--- config.mk ---
export PLATFORM = sky130hd
export DESIGN_NAME = sysid_info_regs
export DESIGN_NICKNAME = d
export VERILOG_FILES = /design/src/rtl/sysid_info_regs.sv
export SDC_FILE = /design/constraint.sdc
export NUM_CORES = 1
export LEC_CHECK = 0
export CAP_MARGIN = 30
export CORE_UTILIZATION = 55
export CTS_BUF_LIST = sky130_fd_sc_hd__clkbuf_4
export CTS_CLUSTER_SIZE = 40
export DETAILED_ROUTE_END_ITERATION = 7
export MAX_ROUTING_LAYER = met4
export PLACE_DENSITY = 0.75
export SLEW_MARGIN = 20
export SYNTH_ARGS = -nofsm -noshare
export SYNTH_HDL_FRONTEND = slang
export SYNTH_SLANG_ARGS = --single-unit
--- constraint.sdc ---
create_clock -name clock -period 6.86 [get_ports clock]
set_clock_uncertainty 0.15 [all_clocks]
set_input_delay 2.058 -clock clock [delete_from_list [all_inputs] [get_ports clock]]
set_output_delay 2.058 -clock clock [all_outputs]
set_load 0.005 [all_outputs]
--- src/rtl/sysid_info_regs.sv ---
// sysid_info_regs
//   Avalon-MM slave holding system identification and health registers:
//   SYSTEM_ID, build TIMESTAMP, a 64-bit uptime counter (LO/HI with a
//   coherent HI snapshot), SCRATCH, CONTROL (CLEAR/FREEZE) and
//   NUM_USER_WORDS read/write user words. Reads return after a fixed
//   READ_LATENCY with a one-cycle readdatavalid pulse.
//
// Ports
//   clock          system clock, rising edge
//   reset          synchronous, active-high
//   address        word address (ADDR_W bits)
//   read / write   request strobes, accepted every cycle
//   writedata      32-bit write data
//   byteenable     write byte lanes
//   readdata       read data, holds its last value between valids
//   readdatavalid  one-cycle pulse per accepted read

module sysid_info_regs #(
    parameter logic [31:0] SYSTEM_ID      = 32'd29,
    parameter logic [31:0] TIMESTAMP      = 32'd1718188374,
    parameter int          NUM_USER_WORDS = 4,
    parameter int          READ_LATENCY   = 1,
    parameter int          ADDR_W         = 4
) (
    input  logic              clock,
    input  logic              reset,
    input  logic [ADDR_W-1:0] address,
    input  logic              read,
    input  logic              write,
    input  logic [31:0]       writedata,
    input  logic [3:0]        byteenable,
    output logic [31:0]       readdata,
    output logic              readdatavalid
);

    localparam int USER_BASE = 6;

    logic [63:0] cnt_q, cnt_d;
    logic [31:0] hi_snap_q, hi_snap_d;
    logic [31:0] scratch_q, scratch_d;
    logic        freeze_q, freeze_d;
    logic [31:0] user_q [NUM_USER_WORDS];
    logic [31:0] user_d [NUM_USER_WORDS];

    // Read pipeline. Each data stage only loads when a valid read enters
    // it, so the last stage naturally holds the most recent read result.
    logic [READ_LATENCY-1:0] vld_q, vld_d;
    logic [31:0]             dat_q [READ_LATENCY];
    logic [31:0]             dat_d [READ_LATENCY];

    logic [31:0] addr_ext;
    logic        rd_acc;
    logic        ctl_wr;
    logic [31:0] rdata_mux;

    function automatic logic [31:0] be_merge(input logic [31:0] cur,
                                             input logic [31:0] wd,
                                             input logic [3:0]  be);
        logic [31:0] r;
        r = cur;
        for (int b = 0; b < 4; b++)
            if (be[b]) r[8*b +: 8] = wd[8*b +: 8];
        return r;
    endfunction

    always_comb begin
        addr_ext = 32'(address);
        // A write in the same cycle cancels the read.
        rd_acc   = read && !write;
        // CLEAR and FREEZE both live in byte lane 0.
        ctl_wr   = write && (addr_ext == 32'd5) && byteenable[0];

        rdata_mux = '0;
        case (addr_ext)
            32'd0:   rdata_mux = SYSTEM_ID;
            32'd1:   rdata_mux = TIMESTAMP;
            32'd2:   rdata_mux = cnt_q[31:0];
            32'd3:   rdata_mux = hi_snap_q;
            32'd4:   rdata_mux = scratch_q;
            32'd5:   rdata_mux = {30'd0, freeze_q, 1'b0};
            default: rdata_mux = '0;
        endcase
        for (int i = 0; i < NUM_USER_WORDS; i++)
            if (addr_ext == 32'(USER_BASE + i)) rdata_mux = user_q[i];

        // Counter: CLEAR beats both increment and FREEZE.
        if (ctl_wr && writedata[0])
            cnt_d = '0;
        else if (!freeze_q)
            cnt_d = cnt_q + 64'd1;
        else
            cnt_d = cnt_q;

        freeze_d = ctl_wr ? writedata[1] : freeze_q;

        // Reading LO captures the upper word that belongs with it, so a
        // later HI read is coherent even across a carry into bit 32.
        hi_snap_d = (rd_acc && addr_ext == 32'd2) ? cnt_q[63:32] : hi_snap_q;

        scratch_d = (write && addr_ext == 32'd4)
                    ? be_merge(scratch_q, writedata, byteenable) : scratch_q;

        for (int i = 0; i < NUM_USER_WORDS; i++) begin
            user_d[i] = user_q[i];
            if (write && addr_ext == 32'(USER_BASE + i))
                user_d[i] = be_merge(user_q[i], writedata, byteenable);
        end

        vld_d[0] = rd_acc;
        dat_d[0] = rd_acc ? rdata_mux : dat_q[0];
        for (int i = 1; i < READ_LATENCY; i++) begin
            vld_d[i] = vld_q[i-1];
            dat_d[i] = vld_q[i-1] ? dat_q[i-1] : dat_q[i];
        end
    end

    always_ff @(posedge clock) begin
        if (reset) begin
            cnt_q     <= '0;
            hi_snap_q <= '0;
            scratch_q <= '0;
            freeze_q  <= 1'b0;
            user_q    <= '{default: '0};
            vld_q     <= '0;
            dat_q     <= '{default: '0};
        end else begin
            cnt_q     <= cnt_d;
            hi_snap_q <= hi_snap_d;
            scratch_q <= scratch_d;
            freeze_q  <= freeze_d;
            user_q    <= user_d;
            vld_q     <= vld_d;
            dat_q     <= dat_d;
        end
    end

    assign readdata      = dat_q[READ_LATENCY-1];
    assign readdatavalid = vld_q[READ_LATENCY-1];

endmodule

== Word level (Yosys, flattened, before mapping) ==
Index checks and enable logic that the tools add are counted.
Operators by class
  add/subtract/negate cells: 1
  equal/unequal tests: 9
  mux-type cells: 5
  reduce and logical (&&, ||, !) cells: 33
Operators by type and width (count)
  $pmux 32 s6: 1
  $mux 32: 4
  $add 64x1->64 const B: 1
  $reduce_and 2->1: 20
  $eq 4x3->1 const B: 4
  $logic_and 1x1->1: 10
  $eq 4x2->1 const B: 2
  $eq 4x4->1 const B: 2
  $eq 4x1->1 const B: 1
  $logic_not 4->1: 1
  $reduce_or 2->1: 1
  $logic_not 1->1: 1
Word-level totals
  bits in registers: 290
  input port bits: 44
  output and inout port bits: 33

== Depth between registers and ports, before layout ==
Gate-level depths: netlist of run 1.
  word-level depth: 6
  mapped depth: 9
  gate-level depth less buffers: 6

== Worst setup path after synthesis of run 1 ==
Ideal clock, no wire load.
  path kind: input-to-reg
  start: input write
  end: register cnt_q[10]
  setup time: 117 ps
  arrival: 3406 ps
  required time: 6593 ps
  slack: 3187 ps
  cell stages on the path: 7
  cell sequence: buf_2 -> nand2_1 -> nor4b_1 -> a21o_1 -> buf_2 -> buf_2 -> nor2_1
On the way
  cells in the longest elaborated chain, start to end: 4
Ends and longest elaborated chain
  from (decl): RTL line 29  | input logic write,
  $logic_and 1x1->1 (2 in a row): RTL line 71  | ctl_wr = write && (addr_ext == 32'd5) && byteenable[0];
  $logic_and 1x1->1: RTL line 87  | if (ctl_wr && writedata[0])
  $reduce_or 2->1 (no source line)
  to (signal assigned): RTL line 127  | cnt_q <= cnt_d;
  to (decl): RTL line 38  | logic [63:0] cnt_q, cnt_d;
No other way between the ends.
A chain may end at the register's enable or synchronous reset.

== Worst setup path after layout of run 1 ==
  start: input address[3]
  end: register user_q[21] (netlist bit)
On the way
  cells in the longest elaborated chain, start to end: 3
Ends and longest elaborated chain
  from (decl): RTL line 27  | input logic [ADDR_W-1:0] address,
  $eq 4x4->1: RTL line 105  | if (write && addr_ext == 32'(USER_BASE + i))
  $logic_and 1x1->1: RTL line 105
  $reduce_and 2->1 (no source line)
  to (signal assigned): RTL line 131  | user_q <= user_d;
  to (decl): RTL line 42  | logic [31:0] user_q [NUM_USER_WORDS];
No other way between the ends.

==> results.py, run 1 <==
metrics = {
    "cts": {
        "cts.clk_slew.worst_paths_ns": 0.06,
        "clk_latency_ns": 0.69,
        "cts.sinks": 290,
        "h-tree-depth": 3,
        "cts_setup_buffers": 0,
        "clockBufferDepth": 3,
        "post_cts_resized": 0,
        "tritoncts": "built",
        "cts-root-buf": "clkbuf_4",
        "holdBufCountCts": 0,
        "numCtsBuffers": 75,
    },
    "global_routing": {
        "grt_max_degree": 85,
        "grt_pass1_vias": 11287,
        "track_usage": 0.312,
        "antenna_found_initial": 1,
        "grt_pass1_wl_um": 58800,
        "gr-total-overflow": 0,
    },
    "timing": {
        "setup_tns_ns": 0,
        "max_freq_mhz": 222,
        "rsz0062_at_grt": "false",
        "maxSlewViolCount": 0,
        "post-route-period-util": 0.658,
        "hold_viol_final": 0,
        "slew_headroom": 0.435,
        "tightest_slew_ns": 0.847,
        "setup-violations-final": 0,
        "min_period_ns": 4.51,
    },
    "worst_setup_path": {
        "reg2reg_to": "cnt_q[46]$_SDFFE_PP0N_",
        "worstSetupPathType": "in -> reg",
        "cp_max_fo": 43,
        "cp-end-kind": "flop",
        "r2r_slack_ns": 4.07,
        "start_kind": "input pin",
        "worstPathArrival_ns": 4.97,
        "rr_startpoint": "cnt_q[0]$_SDFFE_PP0N_",
        "cp-endpoint": "user_q[21]$_SDFFE_PP0P_",
        "worstRegToRegCells": 6,
        "worstPathRequired_ns": 7.32,
        "startpoint": "address[3]",
    },
    "detailed_routing": {
        "routed_wirelength_um": 36300,
        "drtIter0Drc": 1088,
        "vias": 12487,
        "drc": 0,
        "wl_per_cell_um": 17.7,
        "final_antenna_net_count": 0,
        "dr.pass1.iters": 5,
        "vias_per_cell": 6.08,
    },
    "placement": {
        "dp_cells": 1926,
        "io_buffers": 76,
        "place_congestion": 0.838,
        "place_hpwl_um": 23400,
        "place_area_um2": 13700,
    },
    "finish": {
        "fill_cells": 2035,
        "multiInputGateArea_um2": 6490,
        "final_cell_area_um2": 14700,
        "final-seq-area_um2": 5810,
        "area_growth_syn_to_layout_pct": 13.9,
        "nNetsFinal": 1737,
        "drive_gt1_frac": 0.102,
        "fin_cells": 2053,
    },
    "floorplan": {
        "fp.dieH_um": 155,
        "core-area_um2": 22800,
        "io-pin-count": 77,
        "start_util": 0.565,
        "dieArea_um2": 24000,
        "die_w_um": 155,
        "num_rows": 55,
    },
    "flow_run": {
        "max_cap_viol_count": 0,
    },
    "synth": {
        "synth_top_cell_by_area": "dfxtp_1",
        "ys_seq_area_frac": 0.451,
        "ys.flop_type": "dfxtp_1",
        "synth_cells": 1644,
        "synth_area_um2": 12900,
        "syn_area_per_cell_um2": 7.82,
        "ys_warn_count": 0,
        "synth.ff_latch_count": 290,
        "yosysTopAreaCellShare": 0.451,
        "synth.most_common_cell": "dfxtp_1",
        "ys_top_cells_by_count": "dfxtp_1, nand2_1, a21oi_1",
        "synth_edf_count": 0,
        "synth_area_leaders": "dfxtp_1, a21oi_1, o21ai_0, nand2_1, nor2_1",
        "async_reset_ff_frac": 0,
        "synthesis.nets": 1689,
        "ys_types": 55,
    },
    "worst_hold_path": {
        "hold_depth": 2,
        "min_path_type": "reg -> reg",
    },
    "run_status": {
        "status": "finished clean",
    },
    "power": {
        "power_density_nw_per_um2": 239,
        "total_leakage_power_uw": 0.00477,
        "vdd_drop_max_mv": 0.136,
    },
}
==> worst min path at each step <==
stage | startpoint | to
floorplan | hi_snap_q[10]$_SDFFE_PP0P_ | hi_snap_q[10]$_SDFFE_PP0P_
global placement | hi_snap_q[9]$_SDFFE_PP0P_ | hi_snap_q[9]$_SDFFE_PP0P_
detailed placement | readdata[16]$_SDFFE_PP0P_ | readdata[16]$_SDFFE_PP0P_
CTS | readdata[16]$_SDFFE_PP0P_ | readdata[16]$_SDFFE_PP0P_
global route | readdata[16]$_SDFFE_PP0P_ | readdata[16]$_SDFFE_PP0P_
finish | readdata[16]$_SDFFE_PP0P_ | readdata[16]$_SDFFE_PP0P_
==> logic make-up (layout without fill, tap and decap cells) <==
family,count (synthesis),after routing,synth area share
compound gates,596,596,0.261
xor+xnor,34,34,0.0232
fa+ha+maj,1,1,0.000973
buf+inv,140,235,0.0448
flops,290,290,0.451
mux,17,17,0.0146
other cells,0,1,0
simple gates,566,566,0.204
==> critical path: stages <==
cell	delay, ns
clkdlybuf4s50_1	0.86
inv_1	0.11
buf_4	0.22
or3_2	0.70
buf_4	0.35
nor2_2	0.38
nand2_1	0.11
a21oi_1	0.14
==> state kept, by name (all words and copies together) (netlist names) <==
name,flops
scratch_q,32
user_q,128
freeze_q,1
readdata,32
readdatavalid,1
cnt_q,64
hi_snap_q,32
==> power breakdown <==
part / internal (µW) / total, µW / switching, µW / leakage [µW]
logic: 88.4 / 249 / 161 / 0.00186
clock network: 838 / 1550 / 710 / 0.000567
registers: 1700 / 1710 / 10.7 / 0.00234
==> per-stage QoR <==
step | hold slack, ns | util | power [µW] | setup slack [ns]
floorplan | 0.283 | - | 1890 | 3.19
global placement | 0.294 | 0.598 | 1990 | 1.83
detailed placement | 0.297 | 0.600 | 1990 | 1.72
CTS | 0.305 | 0.642 | 3520 | 2.45
global route | 0.331 | 0.643 | 3630 | 2.25
finish | 0.303 | 0.643 | 3510 | 2.35
==> cell type report <==
cell class | instances | share of cell area
multi-input combinational | 1214 | 0.443
clock inverter | 15 | 0.00982
tap | 313 | 0.0267
sequential | 290 | 0.396
antenna | 1 | 0.000171
timing repair buffer | 101 | 0.0657
inverter | 10 | 0.00256
clock buffer | 109 | 0.0559
==> placed cells by master (no fill, tap or decap), drive strengths merged, types with 12 or more instances in the layout <==
master,synthesis,routed
nand2,286,286
a2bb2oi,14,14
inv,10,12
nor4,21,21
clkbuf,98,109
o21ai,215,215
nand4,26,26
clkdlybuf4s50,0,72
mux2,14,14
nor3,19,19
a211oi,15,15
nor2,113,113
or3,23,23
a21oi,256,256
buf,32,29
o22ai,17,17
o211ai,18,18
xor2,26,26
dfxtp,290,290
nand3,24,24
o31a,15,15
o221ai,29,29
==> routing by layer <==
metal  wire (µm)  track usage  up-vias
met4         743        0.110        0
li1            -            -     5976
met2       16100        0.449      522
met3        2940       0.0549       70
met1       16500        0.439     5919
met5           0            -        -
Power figures use the tool's default switching activity.
==> run 2: changes to the inputs <==
--- a/config.mk
+++ b/config.mk
@@ -11,7 +11,7 @@
 export CTS_CLUSTER_SIZE = 40
 export DETAILED_ROUTE_END_ITERATION = 7
 export MAX_ROUTING_LAYER = met4
-export PLACE_DENSITY = 0.75
+export PLACE_DENSITY = 0.78
 export SLEW_MARGIN = 20
 export SYNTH_ARGS = -nofsm -noshare
 export SYNTH_HDL_FRONTEND = slang
==> constraint.sdc (replaced) <==
create_clock -name clock -period 3.7 [get_ports clock]
set_clock_uncertainty 0.15 [all_clocks]
set_input_delay 1.11 -clock clock [delete_from_list [all_inputs] [get_ports clock]]
set_output_delay 1.11 -clock clock [all_outputs]
set_load 0.005 [all_outputs]
==> run 2 against run 1 <==
  * Final cell count rose by 2.2%
  * Register-to-register slack got worse by 3.0 ns
  * Worst setup slack got worse by 1.5 ns
  * Clock power rose by 93%
  * Highest routed layer unchanged
==> results.py, run 2 (synthesis results as in run 1) <==
metrics = {
    "power": {
        "p_sw_uw": 1670,
        "seqPwrFrac": 0.478,
        "power_uw": 6640,
        "p_sw_frac": 0.251,
        "vdd_drop_max_mv": 0.315,
        "total_leakage_power_uw": 0.00501,
        "clock_power_share": 0.450,
        "p_comb_frac": 0.072,
        "internal_power_uw": 4980,
        "power_density_nw_per_um2": 442,
    },
    "timing": {
        "maxSlewViolCount": 0,
        "setup-violations-final": 0,
        "max_freq_mhz": 351,
        "post-route-period-util": 0.769,
        "min_period_ns": 2.85,
        "hold_viol_final": 0,
        "setup_tns_ns": 0,
        "tightest_slew_ns": 0.760,
        "slew_headroom": 0.491,
        "rsz0062_at_grt": "false",
    },
    "worst_setup_path": {
        "rr_startpoint": "cnt_q[0]$_SDFFE_PP0N_",
        "start_kind": "flop",
        "reg2reg_to": "cnt_q[62]$_SDFFE_PP0N_",
        "worstPathRequired_ns": 2.44,
        "path_delay_family": "buffers and inverters",
        "worstSetupPathType": "reg -> out",
        "cp-end-kind": "output port",
        "slowest_stage": "clkdlybuf4s50_1",
        "path_buf_inv": 1,
        "worstPathCellList": "clkdlybuf4s50_1",
        "slowest_delay_ns": 0.52,
        "r2r_slack_ns": 1.10,
        "cp_max_fo": 2,
        "worstPathArrival_ns": 1.59,
        "worstRegToRegCells": 6,
    },
    "placement": {
        "place_area_um2": 14000,
        "place_congestion": 0.894,
        "place_hpwl_um": 24000,
        "io_buffers": 76,
    },
    "run_status": {
        "status": "finished clean",
    },
    "finish": {
        "nNetsFinal": 1772,
        "layout_common_cells": "dfxtp_1, nand2_1, a21oi_1",
        "reg_top3": "user_q: 128 flops, cnt_q: 64 flops",
        "top_register": "user_q",
        "drive_gt1_frac": 0.127,
        "area_growth_syn_to_layout_pct": 16.9,
        "final_cell_area_um2": 15000,
        "final_common_cell": "dfxtp_1",
        "largest_reg_flops": 128,
    },
    "cts": {
        "tritoncts": "built",
        "h-tree-depth": 3,
        "cts-root-buf": "clkbuf_4",
        "cts_setup_buffers": 0,
        "post_cts_resized": 0,
        "clk_latency_ns": 0.69,
        "numCtsBuffers": 77,
        "cts.clk_slew.worst_paths_ns": 0.07,
        "cts.sinks": 290,
        "holdBufCountCts": 0,
        "clockBufferDepth": 3,
    },
    "floorplan": {
        "start_util": 0.565,
        "num_rows": 55,
        "dieArea_um2": 24000,
        "io-pin-count": 77,
        "core-area_um2": 22800,
        "die_w_um": 155,
        "fp.dieH_um": 155,
    },
    "detailed_routing": {
        "dr.pass1.iters": 6,
        "final_antenna_net_count": 0,
        "wl_per_cell_um": 17.4,
        "drc": 0,
        "routed_wirelength_um": 36500,
        "vias_per_cell": 6.01,
        "vias": 12615,
        "drtIter0Drc": 1533,
    },
    "flow_run": {
        "max_cap_viol_count": 0,
    },
    "worst_hold_path": {
        "min_path_type": "reg -> reg",
        "min_to": "hi_snap_q[28]$_SDFFE_PP0P_",
        "hold_depth": 2,
        "worst_hold_startpoint": "hi_snap_q[28]$_SDFFE_PP0P_",
    },
    "global_routing": {
        "track_usage": 0.313,
        "grt_pass1_wl_um": 59300,
        "grt_pass1_vias": 11651,
        "gr-total-overflow": 0,
        "grt_max_degree": 135,
        "antenna_found_initial": 1,
    },
}
[run 2: cell types whose count changed in the layout (fill, tap and decap cells not counted)]
cell / previous run / this run
clkbuf_4: 109 / 123
clkinv_1: 9 / 6
clkinv_4: 0 / 1
clkinv_2: 0 / 1
buf_12: 1 / 7
buf_4: 22 / 51
inv_2: 1 / 2
inv_6: 1 / 0
buf_8: 2 / 0
bufinv_16: 3 / 2
[run 2: area by class of cell]
class	count	area, µm²
repair buffers	134	1270
fillers	1961	7750
multi-input cells	1214	6490
clock inverters	13	111
inverters	10	37.5
well taps	313	392
flip-flops and latches	290	5810
clock buffers	123	923
diodes	1	2.50
[run 2: power groups by stage]
stage	Sequential, µW	Clock, µW	Combinational (µW)
5_1_grt	3170	3180	515
3_3_place_gp	3240	0	466
6_report	3170	2990	481
4_1_cts	3170	3020	472
3_5_place_dp	3240	0	470
2_1_floorplan	3240	0	261
[run 2: worst max-delay path by stage]
stage,start,to,slack [ns],depth (start not counted)
final,readdata[6]$_SDFFE_PP0P_,readdata[6],0.85,1
after global routing,readdata[6]$_SDFFE_PP0P_,readdata[6],0.80,1
after CTS,readdata[6]$_SDFFE_PP0P_,readdata[6],0.83,1
after detailed placement,write,cnt_q[43]$_SDFFE_PP0N_,0.38,7
after global placement,write,cnt_q[46]$_SDFFE_PP0N_,0.39,7
after floorplan,write,cnt_q[10]$_SDFFE_PP0N_,0.98,7
[run 2: metrics by stage]
stage                     setup WS [ns]   util  hold WS [ns]  std cells
after detailed placement          0.375  0.614         0.297       1961
after CTS                         0.834  0.660         0.305       2097
after floorplan                   0.975      -         0.283       1644
after global placement            0.392  0.614         0.292       1961
after global routing              0.804  0.660         0.317       2098
final                             0.853  0.660         0.305       2098
[run 2: layer usage]
layer	track usage	wire [µm]
met1	0.429	16200
met2	0.467	16400
met3	0.0468	3000
met4	0.119	934
met5	-	0
